File: config.mk
export PLATFORM = sky130hd
export DESIGN_NAME = mem_access_sequencer_flat
export DESIGN_NICKNAME = d
export VERILOG_FILES = /design/src/rtl/mem_access_sequencer_if.sv /design/src/rtl/mem_access_sequencer.sv /design/src/flat_wrapper.sv
export SDC_FILE = /design/constraint.sdc
export NUM_CORES = 1
export LEC_CHECK = 0
export ABC_AREA = 1
export CAP_MARGIN = 20
export CORE_MARGIN = 3
export CORE_UTILIZATION = 47
export DETAILED_ROUTE_END_ITERATION = 8
export GPL_TIMING_DRIVEN = 0
export PLACE_DENSITY = 0.82
export SYNTH_ARGS = -nofsm -noshare
export SYNTH_HDL_FRONTEND = slang
export SYNTH_SLANG_ARGS = --single-unit
File: constraint.sdc
create_clock -name clk -period 1.75 [get_ports clk]
set_input_delay 0.35 -clock clk [delete_from_list [all_inputs] [get_ports clk]]
set_output_delay 0.35 -clock clk [all_outputs]
set_load 0.005 [all_outputs]
File: src/rtl/mem_access_sequencer_if.sv
// Data-memory port between the MEM-stage sequencer and the memory.
// Request is valid/ready; the read response is a single valid strobe.
interface mem_access_sequencer_if;
  logic        dmem_req_valid;
  logic        dmem_req_ready;
  logic        dmem_req_we;
  logic [31:0] dmem_req_addr;
  logic [31:0] dmem_req_wdata;
  logic [3:0]  dmem_req_be;
  logic        dmem_resp_valid;
  logic [31:0] dmem_resp_rdata;

  modport master (
    output dmem_req_valid,
    output dmem_req_we,
    output dmem_req_addr,
    output dmem_req_wdata,
    output dmem_req_be,
    input  dmem_req_ready,
    input  dmem_resp_valid,
    input  dmem_resp_rdata
  );

  modport slave (
    input  dmem_req_valid,
    input  dmem_req_we,
    input  dmem_req_addr,
    input  dmem_req_wdata,
    input  dmem_req_be,
    output dmem_req_ready,
    output dmem_resp_valid,
    output dmem_resp_rdata
  );
endinterface

File: src/rtl/mem_access_sequencer.sv
// MEM-stage load/store sequencer: one bus transaction per access,
// lane formatting, misalignment detection and response timeout.
module mem_access_sequencer #(
  parameter int unsigned TIMEOUT_CYCLES = 255
) (
  input  logic        clk,
  input  logic        rst_n,
  input  logic        op_valid,
  input  logic        flush,
  input  logic        mem_read,
  input  logic        mem_write,
  input  logic [2:0]  mem_load_type,
  input  logic [1:0]  mem_store_type,
  input  logic [31:0] addr,
  input  logic [31:0] store_data,
  mem_access_sequencer_if.master dmem,
  output logic        stall,
  output logic [31:0] load_data,
  output logic        load_data_valid,
  output logic        misaligned_exc,
  output logic        bus_err
);

  localparam logic [2:0] LB  = 3'b000;
  localparam logic [2:0] LH  = 3'b001;
  localparam logic [2:0] LW  = 3'b010;
  localparam logic [2:0] LBU = 3'b011;
  localparam logic [2:0] LHU = 3'b100;
  localparam logic [2:0] LNONE = 3'b111;
  localparam logic [1:0] SB  = 2'b00;
  localparam logic [1:0] SH  = 2'b01;
  localparam logic [1:0] SW  = 2'b10;
  localparam logic [1:0] SNONE = 2'b11;
  localparam logic [15:0] TO_LAST = 16'(TIMEOUT_CYCLES - 1);

  typedef enum logic [1:0] {
    IDLE, REQ, WAIT, DONE
  } state_t;

  state_t      state_q, state_d;
  logic [15:0] cnt_q, cnt_d;
  logic        err_q, err_d;
  logic [31:0] ld_q, ld_d;
  logic        we_q;
  logic [31:0] addr_q;
  logic [31:0] wdata_q;
  logic [3:0]  be_q;
  logic [2:0]  lt_q;
  logic [1:0]  off_q;

  logic        legal;
  logic        mis;
  logic        capture;
  logic [3:0]  be_d;
  logic [31:0] wdata_d;
  logic [7:0]  rbyte;
  logic [15:0] rhalf;
  logic [31:0] ext;

  assign legal = op_valid & ~flush &
    (mem_write ? (mem_store_type != SNONE)
               : (mem_read & (mem_load_type != LNONE)));

  always_comb begin
    mis = 1'b0;
    if (mem_write)
      mis = ((mem_store_type == SH) & addr[0]) |
            ((mem_store_type == SW) & (|addr[1:0]));
    else
      mis = (((mem_load_type == LH) | (mem_load_type == LHU))
             & addr[0]) |
            ((mem_load_type == LW) & (|addr[1:0]));
  end

  always_comb begin
    be_d    = 4'b1111;
    wdata_d = store_data;
    unique case (1'b1)
      mem_store_type == SB: begin
        be_d    = 4'b0001 << addr[1:0];
        wdata_d = {4{store_data[7:0]}};
      end
      mem_store_type == SH: begin
        be_d    = addr[1] ? 4'b1100 : 4'b0011;
        wdata_d = {2{store_data[15:0]}};
      end
      default: begin
        be_d    = 4'b1111;
        wdata_d = store_data;
      end
    endcase
  end

  // Lane select uses the offset captured at acceptance, not live addr.
  always_comb begin
    rbyte = dmem.dmem_resp_rdata[7:0];
    unique case (off_q)
      2'd1:    rbyte = dmem.dmem_resp_rdata[15:8];
      2'd2:    rbyte = dmem.dmem_resp_rdata[23:16];
      2'd3:    rbyte = dmem.dmem_resp_rdata[31:24];
      default: rbyte = dmem.dmem_resp_rdata[7:0];
    endcase
    rhalf = off_q[1] ? dmem.dmem_resp_rdata[31:16]
                     : dmem.dmem_resp_rdata[15:0];
    unique case (lt_q)
      LB:      ext = {{24{rbyte[7]}}, rbyte};
      LBU:     ext = {24'd0, rbyte};
      LH:      ext = {{16{rhalf[15]}}, rhalf};
      LHU:     ext = {16'd0, rhalf};
      default: ext = dmem.dmem_resp_rdata;
    endcase
  end

  always_comb begin
    state_d         = state_q;
    cnt_d           = cnt_q;
    err_d           = err_q;
    ld_d            = ld_q;
    capture         = 1'b0;
    stall           = 1'b0;
    misaligned_exc  = 1'b0;
    load_data_valid = 1'b0;
    bus_err         = 1'b0;
    unique case (state_q)
      IDLE: begin
        if (legal) begin
          if (mis) begin
            misaligned_exc = 1'b1;
          end else begin
            stall   = 1'b1;
            capture = 1'b1;
            state_d = REQ;
          end
        end
      end
      REQ: begin
        stall = 1'b1;
        if (dmem.dmem_req_ready) begin
          err_d   = 1'b0;
          cnt_d   = 16'd0;
          state_d = we_q ? DONE : WAIT;
        end
      end
      WAIT: begin
        stall = 1'b1;
        cnt_d = cnt_q + 16'd1;
        if (dmem.dmem_resp_valid) begin
          ld_d    = ext;
          err_d   = 1'b0;
          state_d = DONE;
        end else if (cnt_q == TO_LAST) begin
          err_d   = 1'b1;
          state_d = DONE;
        end
      end
      DONE: begin
        load_data_valid = ~we_q & ~err_q;
        bus_err         = err_q;
        state_d         = IDLE;
      end
      default: state_d = IDLE;
    endcase
  end

  always_ff @(posedge clk or negedge rst_n) begin
    if (!rst_n) begin
      state_q <= IDLE;
      cnt_q   <= 16'd0;
      err_q   <= 1'b0;
      ld_q    <= 32'd0;
      we_q    <= 1'b0;
      addr_q  <= 32'd0;
      wdata_q <= 32'd0;
      be_q    <= 4'd0;
      lt_q    <= 3'd0;
      off_q   <= 2'd0;
    end else begin
      state_q <= state_d;
      cnt_q   <= cnt_d;
      err_q   <= err_d;
      ld_q    <= ld_d;
      if (capture) begin
        we_q    <= mem_write;
        addr_q  <= {addr[31:2], 2'b00};
        wdata_q <= mem_write ? wdata_d : 32'd0;
        be_q    <= mem_write ? be_d : 4'd0;
        lt_q    <= mem_load_type;
        off_q   <= addr[1:0];
      end
    end
  end

  assign dmem.dmem_req_valid = (state_q == REQ);
  assign dmem.dmem_req_we    = we_q;
  assign dmem.dmem_req_addr  = addr_q;
  assign dmem.dmem_req_wdata = wdata_q;
  assign dmem.dmem_req_be    = be_q;
  assign load_data           = ld_q;

endmodule

File: src/flat_wrapper.sv
// flat-port wrapper written by rule: the top's interface ports become plain ports
module mem_access_sequencer_flat 
#(
  parameter int unsigned TIMEOUT_CYCLES = 255
)
  (clk, rst_n, op_valid, flush, mem_read, mem_write, mem_load_type, mem_store_type, addr, store_data, stall, load_data, load_data_valid, misaligned_exc, bus_err, dmem_dmem_req_valid, dmem_dmem_req_we, dmem_dmem_req_addr, dmem_dmem_req_wdata, dmem_dmem_req_be, dmem_dmem_req_ready, dmem_dmem_resp_valid, dmem_dmem_resp_rdata);
  mem_access_sequencer_if dmem_i ();
  input  logic clk;
  input  logic rst_n;
  input  logic op_valid;
  input  logic flush;
  input  logic mem_read;
  input  logic mem_write;
  input  logic [2:0] mem_load_type;
  input  logic [1:0] mem_store_type;
  input  logic [31:0] addr;
  input  logic [31:0] store_data;
  output logic stall;
  output logic [31:0] load_data;
  output logic load_data_valid;
  output logic misaligned_exc;
  output logic bus_err;
  output wire logic [$bits(dmem_i.dmem_req_valid)-1:0] dmem_dmem_req_valid;
  output wire logic [$bits(dmem_i.dmem_req_we)-1:0] dmem_dmem_req_we;
  output wire logic [$bits(dmem_i.dmem_req_addr)-1:0] dmem_dmem_req_addr;
  output wire logic [$bits(dmem_i.dmem_req_wdata)-1:0] dmem_dmem_req_wdata;
  output wire logic [$bits(dmem_i.dmem_req_be)-1:0] dmem_dmem_req_be;
  input wire logic [$bits(dmem_i.dmem_req_ready)-1:0] dmem_dmem_req_ready;
  input wire logic [$bits(dmem_i.dmem_resp_valid)-1:0] dmem_dmem_resp_valid;
  input wire logic [$bits(dmem_i.dmem_resp_rdata)-1:0] dmem_dmem_resp_rdata;
  assign dmem_dmem_req_valid = dmem_i.dmem_req_valid;
  assign dmem_dmem_req_we = dmem_i.dmem_req_we;
  assign dmem_dmem_req_addr = dmem_i.dmem_req_addr;
  assign dmem_dmem_req_wdata = dmem_i.dmem_req_wdata;
  assign dmem_dmem_req_be = dmem_i.dmem_req_be;
  assign dmem_i.dmem_req_ready = dmem_dmem_req_ready;
  assign dmem_i.dmem_resp_valid = dmem_dmem_resp_valid;
  assign dmem_i.dmem_resp_rdata = dmem_dmem_resp_rdata;
  mem_access_sequencer #(.TIMEOUT_CYCLES(TIMEOUT_CYCLES)) u_core (.clk(clk), .rst_n(rst_n), .op_valid(op_valid), .flush(flush), .mem_read(mem_read), .mem_write(mem_write), .mem_load_type(mem_load_type), .mem_store_type(mem_store_type), .addr(addr), .store_data(store_data), .dmem(dmem_i), .stall(stall), .load_data(load_data), .load_data_valid(load_data_valid), .misaligned_exc(misaligned_exc), .bus_err(bus_err));
endmodule
==> results by group <==
Detailed routing
  – Drt first pass iters: 5
  – Iter 0 DRT Violations: 441
  – Routed Antenna Nets: 0
  – Wire per inst: 15.7 um
  – Total wire length: 20.4 mm
  – DRC viols: 0
  – Vias per cell: 5.14
  – Vias: 6,693

Status
  – Status: complete, but fails checks
  – Violated checks: negative setup slack

Yosys
  – Post-synth EDFFs: 0
  – Synth top area cells: dfrtp_1 (47%), nand2_1 (17%), o21ai_0 (5.3%), inv_1 (4.4%), nor2_1 (4.2%)
  – Flops & latches, synth: 123
  – Synth top area share: 0.473
  – Cells after synthesis: 858
  – Post-synth top flop: dfrtp_1
  – Synth unique cells: 38
  – Post-synth ARST share: 1.00
  – Synth Warn #: 0
  – Area leader, netlist: dfrtp_1
  – Sequential cell area fraction in the yosys report: 0.473
  – Post-Syn Area: 0.00650 sq mm
  – Post-Syn Area per Cell: 7.58 sq um

Clocking
  – H-tree depth: 4
  – CTS tree: yes
  – Clk root buf: clkbuf_16
  – Longest Clk Path Bufs: 2
  – Total CTS buffers: 17
  – CTS Sinks: 123
  – Clock-pin slew on the worst setup and hold paths: 0.05 ns
  – Worst-Skew Late Latency: 0.41 ns

Timing
  – Slew Limit Fails: 0
  – Tmin final: 1.94 ns
  – RSZ-0062 raised after global routing: true
  – Slew @ Worst Pin: 0.664 ns
  – Period utilisation layout: 1.11
  – FMAX: 515 MHz
  – Final Setup Violations: 35
  – Hold Fails Final Rpt: 0
  – Final setup TNS: -1.92 ns
  – Max Clock Skew: 0.00521 ns
  – Setup slack after layout: -0.191 ns
  – Relative slew margins: 0.557

Die
  – Die span in x: 124 um
  – IO Pins: 215
  – # rows: 42
  – Placeable core region: 0.0134 sq mm
  – DIE HEIGHT: 124 um
  – Die area: 0.0153 sq mm
  – Initial Util: 0.485

Setup path
  – Critical Path End Type: primary output
  – Family with the most delay on the worst path: flip-flops
  – Critical Path Max Stage Delay: 0.40 ns
  – Crit path cell chain: inv_2, ha_4, inv_4, nor2_4, nand2_4, a21oi_4, buf_2
  – CP startpoint: u_core.state_q[0]$_DFFE_PN0P_
  – CP Launch Type: flop
  – Critical path arrival: 1.59 ns
  – Worst path depth: 7
  – Reg2reg start: u_core.state_q[0]$_DFFE_PN0P_
  – Critical path's slowest cell: dfrtp_1
  – Worst r2r dst: u_core.dmem.dmem_req_addr[31]$_DFFE_PN0P_
  – CP Max Fanout: 2
  – Flop-to-flop setup slack: -0.08 ns
  – Req. time, crit path: 1.40 ns
  – Critical path type: reg2out
  – Worst Path Buf+Inv: 3
  – Worst r2r path cells: 12
  – Worst setup path endpoint: stall

GRT
  – Global-route wire length before repair: 31.8 mm
  – Largest net degree at the start of global routing: 79
  – Vias in the first global route: 6,440
  – Initial antenna violation count: 2
  – Overall Global Routing Usage: 0.268
  – Global route overflow: 0

Power and ir drop
  – Leakage Power: 4.79 nW
  – Pwr Density: 1620 mW/mm^2
  – Peak supply drop: 0.000963 V
  – Power Total: 16.1 mW

Final layout
  – Area Overhead vs Synth: 52.2%
  – Commonest non-fill, non-tap cell in the layout: nand2_1
  – Fill cells: 1,042
  – Layout cells sized above 1: 0.154
  – Total Nets Final: 1,230
  – Final Util: 0.739
  – Commonest cells after routing, fill and taps aside: nand2_1 (296), clkdlybuf4s50_1 (194), dfrtp_1 (123), inv_1 (68), nor2_1 (67)

Placement
  – PortBufs: 210
  – Routability congestion estimate: 0.937
  – Post-DP HPWL: 14.7 mm

Run
  – Max Cap Viol: 0

Hold path
  – Hold Path Origin: mem_store_type[1]
  – Hold Path Class: in2reg
[through the flow]
stage | instances | hold WS (ns) | setup WS [ns] | area [sq um]
2_1_floorplan | 859 | 0.0544 | 0.0703 | 6510
3_5_place_dp | 1246 | 0.312 | -0.973 | 8860
6_report | 1303 | 0.322 | -0.191 | 9900
3_3_place_gp | 1245 | 0.462 | -4.53 | 8830
5_1_grt | 1302 | 0.344 | -0.261 | 9900
4_1_cts | 1293 | 0.303 | -0.238 | 9710
[metal layers]
metal | global-route usage | wire [um] | vias up
li1 | - | - | 3240
met1 | 0.321 | 7990 | 3118
met2 | 0.442 | 9920 | 291
met3 | 0.0995 | 2080 | 40
met4 | 0.0962 | 422 | 4
met5 | 0 | 29 | -
[cell usage after synthesis (all sizes together), types with 4 or more instances]
library cell and number:
o21bai 6, nand2 336, nand3 25, nand3b 4
clkbuf 13, o22ai 17, nand4 10, a21oi 30
o211ai 9, inv 82, nor2 75, nor3 14
buf 26, ha 7, dfrtp 123, o21ai 74
[layout make-up]
cell class              count  area [sq um]  area share
diodes                      1          2.50    0.000253
plain buffers              38           342      0.0345
clock buffers              24           492      0.0497
clock inverters             7           113      0.0114
inverters                  82           327      0.0330
multi-input cells         615          3010       0.304
flip-flops and latches    123          3080       0.311
well taps                 176           220      0.0222
repair buffers            237          2320       0.234
[power breakdown]
| group | switching [mW] | leakage [nW] | internal [mW] |
|---|---|---|---|
| Clock | 1.22 | 0.296 | 2.37 |
| Combinational | 3.69 | 2.93 | 3.98 |
| Sequential | 0.779 | 1.56 | 4.02 |
[worst min-delay path by stage]
stage                                                       endpoint  slack (ns)  cells after the start
after floorplan                          u_core.cnt_q[0]$_DFFE_PN0P_        0.05                      0
after global placement    u_core.dmem.dmem_req_wdata[27]$_DFFE_PN0P_        0.46                      2
after detailed placement                u_core.cnt_q[15]$_DFFE_PN0P_        0.31                      1
after CTS                 u_core.dmem.dmem_req_wdata[23]$_DFFE_PN0P_        0.30                      5
after global routing      u_core.dmem.dmem_req_wdata[19]$_DFFE_PN0P_        0.34                      3
final                     u_core.dmem.dmem_req_wdata[23]$_DFFE_PN0P_        0.32                      5
[cell families after synthesis]
family / Yosys count / share of synthesized area
simple gates: 466 / 0.303
compound gates: 139 / 0.118
flops: 123 / 0.473
buf+inv: 121 / 0.0904
fa+ha+maj: 7 / 0.0135
mux: 1 / 0.00154
other cells: 1 / 0.000576
[sequential cells by signal (all words and copies together) (netlist names), 2 cells and up]
register,cells
u_core.dmem.dmem_req_addr,30
u_core.lt_q,3
u_core.state_q,2
u_core.load_data,32
u_core.cnt_q,16
u_core.dmem.dmem_req_be,4
u_core.off_q,2
u_core.dmem.dmem_req_wdata,32
[timing repair]
item	4_1_cts	5_1_grt
hold buffers	1	0
pin swaps	16	20
endpoints found under the setup margin	44	37
hold endpoints to repair	45	0
buffers inserted	15	12
resized for setup	82	61
[tightest hold or removal path, delay by kind of cell]
family	cells	cell delay, ns
compound gates	1	0.07
buf+inv	1	0.12
simple gates	3	0.15
No activity file was read; power rests on OpenSTA's default activity.
